$ cat src/rtl/sisc_pkg.sv
// Shared SISC definitions: write-back mux select codes and the SWAP sequencer state encoding.
package sisc_pkg;

    localparam logic [1:0] WB_SEL_A      = 2'd0;
    localparam logic [1:0] WB_SEL_B      = 2'd1;
    localparam logic [1:0] WB_SEL_SWAP_A = 2'd2;
    localparam logic [1:0] WB_SEL_SWAP_B = 2'd3;

    typedef enum logic [1:0] {
        IDLE = 2'd0,
        WR_A = 2'd1,
        WR_B = 2'd2,
        FIN  = 2'd3
    } swap_state_t;

endpackage

$ cat src/rtl/swap_wb_ctrl_if.sv
// Bundle between the control unit / register file and the SWAP write-back sequencer.
interface swap_wb_if #(
    parameter int DATA_W = 32,
    parameter int ADDR_W = 4
);
    logic              start;
    logic [ADDR_W-1:0] ra_addr;
    logic [ADDR_W-1:0] rb_addr;
    logic [DATA_W-1:0] rf_rd_a;
    logic [DATA_W-1:0] rf_rd_b;
    logic [1:0]        ctrl_sel;
    logic              ctrl_we;
    logic [ADDR_W-1:0] ctrl_wr_addr;
    logic [DATA_W-1:0] swap_a;
    logic [DATA_W-1:0] swap_b;
    logic [1:0]        wb_sel;
    logic              rf_we;
    logic [ADDR_W-1:0] rf_wr_addr;
    logic              busy;
    logic              done;

    // The sequencer sees everything from the control unit and register file.
    modport slave (
        input  start, ra_addr, rb_addr, rf_rd_a, rf_rd_b,
        input  ctrl_sel, ctrl_we, ctrl_wr_addr,
        output swap_a, swap_b, wb_sel, rf_we, rf_wr_addr, busy, done
    );

    modport master (
        output start, ra_addr, rb_addr, rf_rd_a, rf_rd_b,
        output ctrl_sel, ctrl_we, ctrl_wr_addr,
        input  swap_a, swap_b, wb_sel, rf_we, rf_wr_addr, busy, done
    );

endinterface

$ cat src/rtl/swap_wb_ctrl.sv
// SWAP write-back sequencer: captures R[ra]/R[rb], then steers two register-file writes
// through the write-back mux; otherwise passes the control unit's write-back straight through.
module swap_wb_ctrl
    import sisc_pkg::*;
#(
    parameter int DATA_W = 32,
    parameter int ADDR_W = 4
) (
    input  logic      clk,
    input  logic      rst,
    swap_wb_if.slave  bus
);

    swap_state_t       state;
    swap_state_t       state_next;
    logic [DATA_W-1:0] swap_a_q;
    logic [DATA_W-1:0] swap_b_q;
    logic [ADDR_W-1:0] ra_q;
    logic [ADDR_W-1:0] rb_q;
    logic              accept;

    logic [1:0]        wb_sel;
    logic              rf_we;
    logic [ADDR_W-1:0] rf_wr_addr;
    logic              busy;
    logic              done;

    // A start outside IDLE is dropped so the operands of the running swap stay intact.
    assign accept = (state == IDLE) && bus.start;

    always_ff @(posedge clk or posedge rst) begin
        if (rst) begin
            state <= IDLE;
        end else begin
            state <= state_next;
        end
    end

    always_ff @(posedge clk or posedge rst) begin
        if (rst) begin
            swap_a_q <= '0;
            swap_b_q <= '0;
            ra_q     <= '0;
            rb_q     <= '0;
        end else if (accept) begin
            swap_a_q <= bus.rf_rd_a;
            swap_b_q <= bus.rf_rd_b;
            ra_q     <= bus.ra_addr;
            rb_q     <= bus.rb_addr;
        end
    end

    always_comb begin
        state_next = state;
        wb_sel     = bus.ctrl_sel;
        rf_we      = bus.ctrl_we;
        rf_wr_addr = bus.ctrl_wr_addr;
        busy       = 1'b0;
        done       = 1'b0;
        case (state)
            IDLE: begin
                if (bus.start) begin
                    state_next = WR_A;
                end
            end
            // R[ra] takes the old R[rb], which the mux presents on its swap_b input.
            WR_A: begin
                state_next = WR_B;
                wb_sel     = WB_SEL_SWAP_B;
                rf_we      = 1'b1;
                rf_wr_addr = ra_q;
                busy       = 1'b1;
            end
            WR_B: begin
                state_next = FIN;
                wb_sel     = WB_SEL_SWAP_A;
                rf_we      = 1'b1;
                rf_wr_addr = rb_q;
                busy       = 1'b1;
            end
            FIN: begin
                state_next = IDLE;
                rf_we      = 1'b0;
                busy       = 1'b1;
                done       = 1'b1;
            end
            default: begin
                state_next = IDLE;
            end
        endcase
    end

    assign bus.swap_a     = swap_a_q;
    assign bus.swap_b     = swap_b_q;
    assign bus.wb_sel     = wb_sel;
    assign bus.rf_we      = rf_we;
    assign bus.rf_wr_addr = rf_wr_addr;
    assign bus.busy       = busy;
    assign bus.done       = done;

endmodule

$ cat src/flat_wrapper.sv
// flat-port wrapper written by rule: the top's interface ports become plain ports
module swap_wb_ctrl_flat import sisc_pkg::*;
#(
    parameter int DATA_W = 32,
    parameter int ADDR_W = 4
)
  (clk, rst, bus_start, bus_ra_addr, bus_rb_addr, bus_rf_rd_a, bus_rf_rd_b, bus_ctrl_sel, bus_ctrl_we, bus_ctrl_wr_addr, bus_swap_a, bus_swap_b, bus_wb_sel, bus_rf_we, bus_rf_wr_addr, bus_busy, bus_done);
  swap_wb_if #(.DATA_W(DATA_W), .ADDR_W(ADDR_W)) bus_i ();
  input  logic clk;
  input  logic rst;
  input wire logic [$bits(bus_i.start)-1:0] bus_start;
  input wire logic [$bits(bus_i.ra_addr)-1:0] bus_ra_addr;
  input wire logic [$bits(bus_i.rb_addr)-1:0] bus_rb_addr;
  input wire logic [$bits(bus_i.rf_rd_a)-1:0] bus_rf_rd_a;
  input wire logic [$bits(bus_i.rf_rd_b)-1:0] bus_rf_rd_b;
  input wire logic [$bits(bus_i.ctrl_sel)-1:0] bus_ctrl_sel;
  input wire logic [$bits(bus_i.ctrl_we)-1:0] bus_ctrl_we;
  input wire logic [$bits(bus_i.ctrl_wr_addr)-1:0] bus_ctrl_wr_addr;
  output wire logic [$bits(bus_i.swap_a)-1:0] bus_swap_a;
  output wire logic [$bits(bus_i.swap_b)-1:0] bus_swap_b;
  output wire logic [$bits(bus_i.wb_sel)-1:0] bus_wb_sel;
  output wire logic [$bits(bus_i.rf_we)-1:0] bus_rf_we;
  output wire logic [$bits(bus_i.rf_wr_addr)-1:0] bus_rf_wr_addr;
  output wire logic [$bits(bus_i.busy)-1:0] bus_busy;
  output wire logic [$bits(bus_i.done)-1:0] bus_done;
  assign bus_i.start = bus_start;
  assign bus_i.ra_addr = bus_ra_addr;
  assign bus_i.rb_addr = bus_rb_addr;
  assign bus_i.rf_rd_a = bus_rf_rd_a;
  assign bus_i.rf_rd_b = bus_rf_rd_b;
  assign bus_i.ctrl_sel = bus_ctrl_sel;
  assign bus_i.ctrl_we = bus_ctrl_we;
  assign bus_i.ctrl_wr_addr = bus_ctrl_wr_addr;
  assign bus_swap_a = bus_i.swap_a;
  assign bus_swap_b = bus_i.swap_b;
  assign bus_wb_sel = bus_i.wb_sel;
  assign bus_rf_we = bus_i.rf_we;
  assign bus_rf_wr_addr = bus_i.rf_wr_addr;
  assign bus_busy = bus_i.busy;
  assign bus_done = bus_i.done;
  swap_wb_ctrl #(.DATA_W(DATA_W), .ADDR_W(ADDR_W)) u_core (.clk(clk), .rst(rst), .bus(bus_i));
endmodule
$ cat config.mk
export PLATFORM = sky130hd
export DESIGN_NAME = swap_wb_ctrl_flat
export DESIGN_NICKNAME = d
export VERILOG_FILES = /design/src/rtl/sisc_pkg.sv /design/src/rtl/swap_wb_ctrl_if.sv /design/src/rtl/swap_wb_ctrl.sv /design/src/flat_wrapper.sv
export SDC_FILE = /design/constraint.sdc
export NUM_CORES = 1
export LEC_CHECK = 0
export CORE_MARGIN = 3
export CORE_UTILIZATION = 40
export DETAILED_ROUTE_END_ITERATION = 12
export PLACE_DENSITY = 0.81
export SKIP_LAST_GASP = 1
export SLEW_MARGIN = 20
export SYNTH_ARGS = -nofsm -noshare
export SYNTH_HDL_FRONTEND = slang
export SYNTH_SLANG_ARGS = --single-unit
$ cat constraint.sdc
create_clock -name clk -period 3.4 [get_ports clk]
set_clock_uncertainty 0.15 [all_clocks]
set_input_delay 0.51 -clock clk [delete_from_list [all_inputs] [get_ports clk]]
set_output_delay 0.51 -clock clk [all_outputs]
set_load 0.1 [all_outputs]
==> impl_metrics.yaml, run 1 <==
clock_network:
  path_clk_slew_ns: 0.08
  tritoncts: "built"
  cts-resized-gates: 0
  clock_path_buffers: 2
  cts_buffers: 9
  clk_latency_ns: 0.33
  clock_tree_root_driver_cell: "clkbuf_8"
  cts.repair_timing.setup_buffer_count: 0
  cts.sinks: 74
  htree_num_levels: 3
  cts_hold_buffers: 0
synth:
  synthMostInstantiatedCell: "dfrtp_1"
  post_synth_cell_types: 14
  cell_area_after_synthesis_um2: 3020
  synth-async-reset-ratio: 1.00
  yosysTopAreaCellShare: 0.612
  ys_top_cells_by_count: "dfrtp_1, mux2_2, clkbuf_8, ha_1, mux2_4"
  main_area_contributors_after_synthesis: "dfrtp_1, mux2_2, clkbuf_8"
  synthDominantAreaCellType: "dfrtp_1"
  synth_edf_count: 0
  yosys_most_used_dff: "dfrtp_1"
  synth-seq-cells: 74
  syn-num-nets: 274
  syn_inst: 185
  synth.yosys.seq_area_share: 0.612
  post_synth.cell_area_avg_um2: 16.3
  synth_warnings: 0
sta:
  finalMaxSlewViolations: 0
  final_period_minus_worst_setup_slack_ns: 2.65
  timing_worst_slew_pin_value_ns: 1.00
  max-slew-margin-rel: 0.329
  fmax_ghz: 0.377
  final.hold.worst_slack_ns: 0.254
  grt_setup_unrepaired: "false"
  finalHoldViolCount: 0
  setup-violations-final: 0
  final_min_period_over_clock_period: 0.781
  finalSetupTns_ns: 0
placement:
  number_of_buffers_added_on_ports: 154
  place_hpwl_mm: 4.94
  dp.cells: 432
  gp_congestion: 0.690
global_routing:
  global_route_met1_utilization: 0.200
  global_route_wire_length_before_repair_mm: 10.7
  gr-max-usage-layer: "met2"
  grt.total_usage: 0.160
  antenna_found_initial: 0
  via_count_of_the_first_global_routing_pass: 2207
  gr-usage-met2: 0.255
  maximum_number_of_pins_on_one_net_before_global_route_repair: 73
  grt.met3_usage: 0.0504
  grt.overflow.total: 0
layout:
  layout.filler_cells: 583
  layout-area-overhead-vs-synth_pct: 57.8
  nets: 433
  insertedDiodeCount: 0
  utilization: 0.654
  layoutNonFillerInstCount: 447
  drive_gt1_frac: 0.316
  regArea_um2: 1850
  multi_input_area_um2: 1060
worst_setup_path:
  reg2reg_from: "u_core.state[1]"
  setup.reg_to_reg.worst_slack_ns: 1.15
  critical_path_peak_fanout: 12
  worst_r2r_endpoint: "u_core.bus.swap_a[7]"
  worst_setup_path_end_kind: "output pin"
  cp-startpoint: "u_core.state[1]"
  timing.reg2reg.worst_path_depth: 4
  crit_arrival_ns: 1.99
  crit_type: "flip-flop to output pin"
  startpoint_class: "flip-flop"
  setup.worst_path.end: "bus_wb_sel[0]"
  critical_path_required_ns: 2.74
floorplanning:
  die_height_um: 93.0
  fp.dieArea_um2: 8640
  io_pins: 155
  row_count: 31
  core_area_um2: 7290
  start_util: 0.415
  dieWidth_um: 93.0
route:
  drt.antenna.violating_nets: 0
  route.detailed.drc: 0
  avgViaCountPerCell: 4.66
  wirelength_mm: 6.78
  drt_pass1_iterations: 4
  detailedRoute.firstIterationViolations: 52
  vias: 2081
  avgRoutedWirePerCell_um: 15.2
min_path:
  hp-class: "input pin to async pin"
flow_run:
  drv.max_cap_violation_count: 0
status:
  run_status: "finished clean"
## metal layers
metal | part of all wire | wire length (µm) | vias to the layer above
li1 | - | - | 975
met1 | 0.42 | 2830 | 998
met2 | 0.47 | 3220 | 97
met3 | 0.090 | 612 | 11
met4 | 0.018 | 122 | 0
met5 | 0 | 0 | -
## state kept, by name (all words and copies together) (netlist names)
signal,count
u_core.bus.swap_b,32
u_core.rb_q,4
u_core.ra_q,4
u_core.bus.swap_a,32
u_core.state,2
## cell usage in the layout (no fill, tap or decap)
cell             synthesis  layout
buf_4                    0      18
nor2_1                   5       5
inv_1                    4       3
clkbuf_8                 7       9
nand2_4                  1       1
mux2_2                  69      69
nor2b_1                  1       1
inv_2                    0       1
clkinv_2                 0       1
mux2_4                   6       6
a21oi_1                  4       4
a22oi_1                  4       4
clkdlybuf4s50_1          0     138
clkinvlp_4               0       2
mux2i_1                  1       1
ha_1                     7       7
bufinv_16                0       2
clkbuf_1                 1       1
dfrtp_1                 74      74
or2_2                    1       1
## worst min path at each step
| stage | to | from |
|---|---|---|
| finish | u_core.bus.swap_b[14] | rst |
| global route | u_core.bus.swap_b[14] | rst |
| CTS | u_core.bus.swap_b[14] | rst |
| detailed placement | u_core.bus.swap_a[13] | u_core.bus.swap_a[13] |
| global placement | u_core.bus.swap_a[18] | u_core.bus.swap_a[18] |
| floorplan | u_core.rb_q[0] | u_core.rb_q[0] |
## worst max-delay path, stage by stage, from the launching register on
cell and delay, ns:
dfrtp_1 0.42, inv_1 0.13, ha_1 0.50, mux2_2 0.37, buf_4 0.23
## per-stage QoR
step	area, µm²	setup WS (ns)
2_1_floorplan	3020	0.151
3_3_place_gp	4560	0.993
3_5_place_dp	4560	0.949
4_1_cts	4770	0.731
5_1_grt	4770	0.627
6_report	4770	0.746
## layout make-up
cell class,instances,area share
clock inverter,5,0.0168
multi-input combinational,99,0.222
inverter,4,0.00315
sequential,74,0.388
timing repair buffer,156,0.318
tap,99,0.0260
clock buffer,10,0.0267
## cells by family (layout without fill, tap and decap cells)
| family | after synthesis | count (layout) | share of synthesized area |
|---|---|---|---|
| multiplexers | 76 | 76 | 0.290 |
| flip-flops | 74 | 74 | 0.612 |
| buffers and inverters | 12 | 175 | 0.0381 |
| AO/OA/AOI/OAI | 8 | 8 | 0.0166 |
| AND/OR/NAND/NOR | 8 | 8 | 0.0141 |
| adder cells (fa/ha/maj) | 7 | 7 | 0.0290 |
Power of run 1 is not shown: default switching activity piles up to over one toggle a cycle in this logic, so the estimate is an artifact.
==> run 2: changes to the inputs <==
--- a/config.mk
+++ b/config.mk
@@ -6,9 +6,9 @@
 export NUM_CORES = 1
 export LEC_CHECK = 0
 export CORE_MARGIN = 3
-export CORE_UTILIZATION = 40
+export CORE_UTILIZATION = 36
 export DETAILED_ROUTE_END_ITERATION = 12
-export PLACE_DENSITY = 0.81
+export PLACE_DENSITY = 0.77
 export SKIP_LAST_GASP = 1
 export SLEW_MARGIN = 20
 export SYNTH_ARGS = -nofsm -noshare
==> constraint.sdc (replaced) <==
create_clock -name clk -period 2.2 [get_ports clk]
set_clock_uncertainty 0.15 [all_clocks]
set_input_delay 0.33 -clock clk [delete_from_list [all_inputs] [get_ports clk]]
set_output_delay 0.33 -clock clk [all_outputs]
set_load 0.1 [all_outputs]
==> run 2 against run 1 <==
  * First-iteration DRC count fell by 13%
  * Cell area up 4.0%
  * Flip-flop and latch count is the same
  * Die area grew 10%
  * Non-clock buffer count up 14
==> impl_metrics.yaml, run 2 (synthesis results as in run 1) <==
worst_setup_path:
  path_cells: "inv_2 -> ha_4 -> buf_12 -> buf_4 -> a21oi_4 -> buf_12"
  crit_arrival_ns: 1.65
  critical-path-top-delay-family: "buffers and inverters"
  critical_path_required_ns: 1.72
  crit_type: "flip-flop to output pin"
  critical_path_peak_fanout: 4
  slowest_cp_cell: "dfrtp_1"
  startpoint_class: "flip-flop"
  timing.critical_path.slowest_cell_delay_ns: 0.39
  worst_path_most_repeated_cell: "buf_12"
  worstPathBufferInverterCount: 4
  worst_setup_path_end_kind: "output pin"
min_path:
  hp-class: "input pin to async pin"
sta:
  setup-violations-final: 0
  max-slew-margin-rel: 0.646
  finalMaxSlewViolations: 0
  timing_worst_slew_pin_value_ns: 0.530
  final.hold.worst_slack_ns: 0.257
  fmax_ghz: 0.470
  final_min_period_over_clock_period: 0.968
  final_worst_path_setup_slack_ns: 0.0709
  final_period_minus_worst_setup_slack_ns: 2.13
  finalHoldViolCount: 0
floorplanning:
  start_util: 0.381
  fp.dieArea_um2: 9540
  io_pins: 155
  die_height_um: 97.7
  dieWidth_um: 97.7
  core_area_um2: 7930
  row_count: 32
placement:
  gp_congestion: 0.726
  placement.cell_area_um2: 4650
  dpl_worst_slack_ns: 0.0486
  number_of_buffers_added_on_ports: 154
  place_hpwl_mm: 5.40
route:
  route.detailed.drc: 0
  avgRoutedWirePerCell_um: 15.5
  wirelength_mm: 7.18
  avgViaCountPerCell: 4.66
  drt.antenna.violating_nets: 0
  drt_pass1_iterations: 4
  vias: 2159
  detailedRoute.firstIterationViolations: 45
layout:
  layout.filler_cells: 617
  drive_gt1_frac: 0.537
  utilization: 0.626
  layout.cells.most_common: "clkdlybuf4s50_1"
  design_area_um2: 4960
  multi_input_area_um2: 1160
  most-common-layout-cells: "clkdlybuf4s50_1, buf_4, dfrtp_1"
  insertedDiodeCount: 0
  regArea_um2: 1850
  nets: 447
  layout-area-overhead-vs-synth_pct: 64.1
status:
  run_status: "finished clean"
global_routing:
  grt.total_usage: 0.155
  antenna_found_initial: 0
  maximum_number_of_pins_on_one_net_before_global_route_repair: 41
  grt.overflow.total: 0
  global_route_wire_length_before_repair_mm: 11.9
  via_count_of_the_first_global_routing_pass: 2410
clock_network:
  htree_num_levels: 3
  clk_latency_ns: 0.33
  clock_tree_root_driver_cell: "clkbuf_8"
  cts.sinks: 74
  cts_buffers: 9
  path_clk_slew_ns: 0.07
  tritoncts: "built"
  clock_path_buffers: 2
flow_run:
  drv.max_cap_violation_count: 0
## run 2: cell count changes in the layout (fill, tap and decap cells not counted), moves of 2 or more
cell             before  now
buf_4                18   75
a22oi_1               4    0
ha_1                  7    4
a22oi_2               0    4
buf_12                0   13
a21oi_1               4    0
inv_1                 3    1
clkdlybuf4s50_1     138   81
ha_4                  0    3
a21oi_4               0    4
clkinv_2              1    4
bufinv_16             2    0
## run 2: routing by layer
layer | share of wire | track usage | vias to the layer above
met5 | 0 | 0 | -
met4 | 0.017 | 0.0575 | 0
met3 | 0.085 | 0.0610 | 11
met2 | 0.51 | 0.263 | 97
met1 | 0.38 | 0.177 | 1062
li1 | - | - | 989
## run 2: final cells by class
class,instances,share of cell area
multi-input cells,99,0.234
flip-flops and latches,74,0.373
inverters,4,0.00378
repair buffers,170,0.331
well taps,102,0.0257
clock inverters,4,0.00403
clock buffers,10,0.0277
## run 2: through the flow
stage / setup TNS, ns / cells
floorplan: 0 / 185
global placement: 0 / 438
detailed placement: 0 / 438
CTS: -0.00957 / 461
global route: -0.0291 / 463
finish: 0 / 463
## run 2: timing repair
item / CTS / global route
pin swaps: 1 / 1
hold buffers: 0 / 0
resized for setup: 6 / 9
setup buffers: 9 / 2
setup endpoints to repair: 7 / 6
## run 2: worst register-to-register path, delay by kind of cell (launching register included)
| family | cells | cell delay [ns] |
|---|---|---|
| and+or+nand+nor | 1 | 0.08 |
| DFF | 1 | 0.37 |
| adders and majority gates | 1 | 0.17 |
| buffers and inverters | 2 | 0.30 |
| muxes | 1 | 0.39 |
## run 2: final timing paths
path	start	endpoint	slack (ns)	cells after the start
worst max-delay path	u_core.state[1]	bus_rf_wr_addr[2]	0.07	6
worst min-delay path	rst	u_core.state[0]	0.26	2
worst max register to register	u_core.state[0]	u_core.bus.swap_a[22]	0.62	5
worst min register to register	u_core.bus.swap_a[12]	u_core.bus.swap_a[12]	0.36	1
max in group asynchronous	rst	u_core.bus.swap_a[19]	1.14	3
min in group clk	u_core.bus.swap_a[12]	u_core.bus.swap_a[12]	0.36	1
Power of run 2 is left out for the same reason.
==> run 3: changes to the inputs <==
--- a/config.mk
+++ b/config.mk
@@ -6,9 +6,9 @@
 export NUM_CORES = 1
 export LEC_CHECK = 0
 export CORE_MARGIN = 3
-export CORE_UTILIZATION = 36
+export CORE_UTILIZATION = 40
 export DETAILED_ROUTE_END_ITERATION = 12
-export PLACE_DENSITY = 0.77
+export PLACE_DENSITY = 0.81
 export SKIP_LAST_GASP = 1
 export SLEW_MARGIN = 20
 export SYNTH_ARGS = -nofsm -noshare
==> constraint.sdc (replaced) <==
create_clock -name clk -period 2.7 [get_ports clk]
set_clock_uncertainty 0.15 [all_clocks]
set_input_delay 0.405 -clock clk [delete_from_list [all_inputs] [get_ports clk]]
set_output_delay 0.405 -clock clk [all_outputs]
set_load 0.1 [all_outputs]
==> run 3 against run 2 <==
  * Wire length down 6.3%
  * Die area down 9.4%
  * Clock-buffer cell count up 1
  * Register-to-register slack better by 0.09 ns
  * Utilization up 3.7 points
  * Via count down 3.4%
  * Sequential share of layout area up 0.98 points
  * First-iteration DRC count down 20%
  * Cell area down 2.6%
  * Critical path depth down 2
  * Worst hold slack better by 0.025 ns
  * Non-clock buffer count down 11
  * Largest cell class unchanged
  * Highest routed layer unchanged
==> impl_metrics.yaml, run 3 (synthesis results as in run 1) <==
worst_setup_path:
  startpoint_class: "flip-flop"
  timing.reg2reg.worst_path_depth: 5
  critical_path_peak_fanout: 12
  path_cells: "inv_1 -> ha_1 -> mux2_2 -> buf_12"
  worst_r2r_endpoint: "u_core.bus.swap_b[5]"
  crit_arrival_ns: 1.95
  crit_type: "flip-flop to output pin"
  reg2reg_from: "u_core.state[0]"
  worst_setup_path_end_kind: "output pin"
  critical_path_required_ns: 2.14
  timing.critical_path.slowest_cell_delay_ns: 0.52
  slowest_cp_cell: "ha_1"
  setup.reg_to_reg.worst_slack_ns: 0.71
clock_network:
  cts.repair_timing.setup_buffer_count: 0
  path_clk_slew_ns: 0.08
  htree_num_levels: 3
  cts_hold_buffers: 0
  cts_buffers: 9
  tritoncts: "built"
  clock_tree_root_driver_cell: "clkbuf_8"
  cts.sinks: 74
  clock_path_buffers: 2
  cts-resized-gates: 0
  clk_latency_ns: 0.32
layout:
  most-common-layout-cells: "clkdlybuf4s50_1, dfrtp_1, mux2_2"
  nets: 436
  layout.filler_cells: 568
  insertedDiodeCount: 0
  drive_gt1_frac: 0.486
  layout-area-overhead-vs-synth_pct: 59.9
  layout.cells.most_common: "clkdlybuf4s50_1"
floorplanning:
  dieWidth_um: 93.0
  core_area_um2: 7290
  die_height_um: 93.0
  fp.dieArea_um2: 8640
  row_count: 31
  io_pins: 155
  start_util: 0.415
route:
  detailedRoute.firstIterationViolations: 36
  drt_pass1_iterations: 4
  avgRoutedWirePerCell_um: 14.9
  drt.antenna.violating_nets: 0
  route.detailed.drc: 0
  avgViaCountPerCell: 4.62
  wirelength_mm: 6.73
  vias: 2085
sta:
  setup-violations-final: 0
  final_min_period_over_clock_period: 0.928
  finalMaxSlewViolations: 0
  finalHoldViolCount: 0
  timing_worst_slew_pin_value_ns: 0.504
  fmax_ghz: 0.399
  grt_setup_unrepaired: "false"
  final.hold.worst_slack_ns: 0.282
  max-slew-margin-rel: 0.664
  final_period_minus_worst_setup_slack_ns: 2.50
global_routing:
  global_route_wire_length_before_repair_mm: 10.7
  grt.overflow.total: 0
  antenna_found_initial: 0
  grt.total_usage: 0.158
  via_count_of_the_first_global_routing_pass: 2230
  maximum_number_of_pins_on_one_net_before_global_route_repair: 39
flow_run:
  drv.max_cap_violation_count: 0
placement:
  number_of_buffers_added_on_ports: 154
  gp_congestion: 0.719
  place_hpwl_mm: 5.22
status:
  run_status: "finished clean"
min_path:
  hp-class: "input pin to async pin"
-- run 3: per-stage QoR --
step	instance area (µm²)	setup WS, ns	instances	util	setup TNS [ns]
after floorplan	3020	-0.444	185	-	-1.76
after global placement	4570	0.589	435	0.627	0
after detailed placement	4570	0.517	435	0.627	0
after CTS	4840	0.158	451	0.663	0
after global routing	4840	0.0807	451	0.663	0
final	4840	0.195	451	0.663	0
-- run 3: layout make-up --
type / count / area [µm²] / share of cell area
multi-input combinational: 99 / 1060 / 0.219
timing repair buffer: 159 / 1520 / 0.315
inverter: 4 / 15.0 / 0.00310
sequential: 74 / 1850 / 0.383
clock buffer: 11 / 141 / 0.0292
tap: 99 / 124 / 0.0256
clock inverter: 5 / 125 / 0.0259
-- run 3: worst max path at each step --
| stage | startpoint | to | slack, ns | depth (start not counted) |
|---|---|---|---|---|
| 3_3_place_gp | u_core.state[1] | bus_wb_sel[0] | 0.59 | 4 |
| 6_report | u_core.state[1] | bus_wb_sel[0] | 0.20 | 4 |
| 4_1_cts | u_core.state[1] | bus_rf_wr_addr[1] | 0.16 | 5 |
| 5_1_grt | u_core.state[0] | bus_wb_sel[0] | 0.08 | 4 |
| 3_5_place_dp | u_core.state[1] | bus_wb_sel[0] | 0.52 | 4 |
| 2_1_floorplan | u_core.state[0] | bus_rf_wr_addr[0] | -0.44 | 5 |
-- run 3: critical path: cells and delay by family (launching register included) --
kind	cells	cell delay [ns]
adders and majority gates	1	0.52
DFF	1	0.41
muxes	1	0.41
buffers and inverters	2	0.28
-- run 3: layer usage --
| layer | track usage | share of wire | up-vias |
|---|---|---|---|
| met3 | 0.0504 | 0.082 | 9 |
| met2 | 0.266 | 0.50 | 95 |
| met1 | 0.187 | 0.40 | 1014 |
| met4 | 0.0598 | 0.014 | 0 |
| met5 | 0 | 0 | - |
| li1 | - | - | 967 |
Power of run 3 is left out for the same reason.
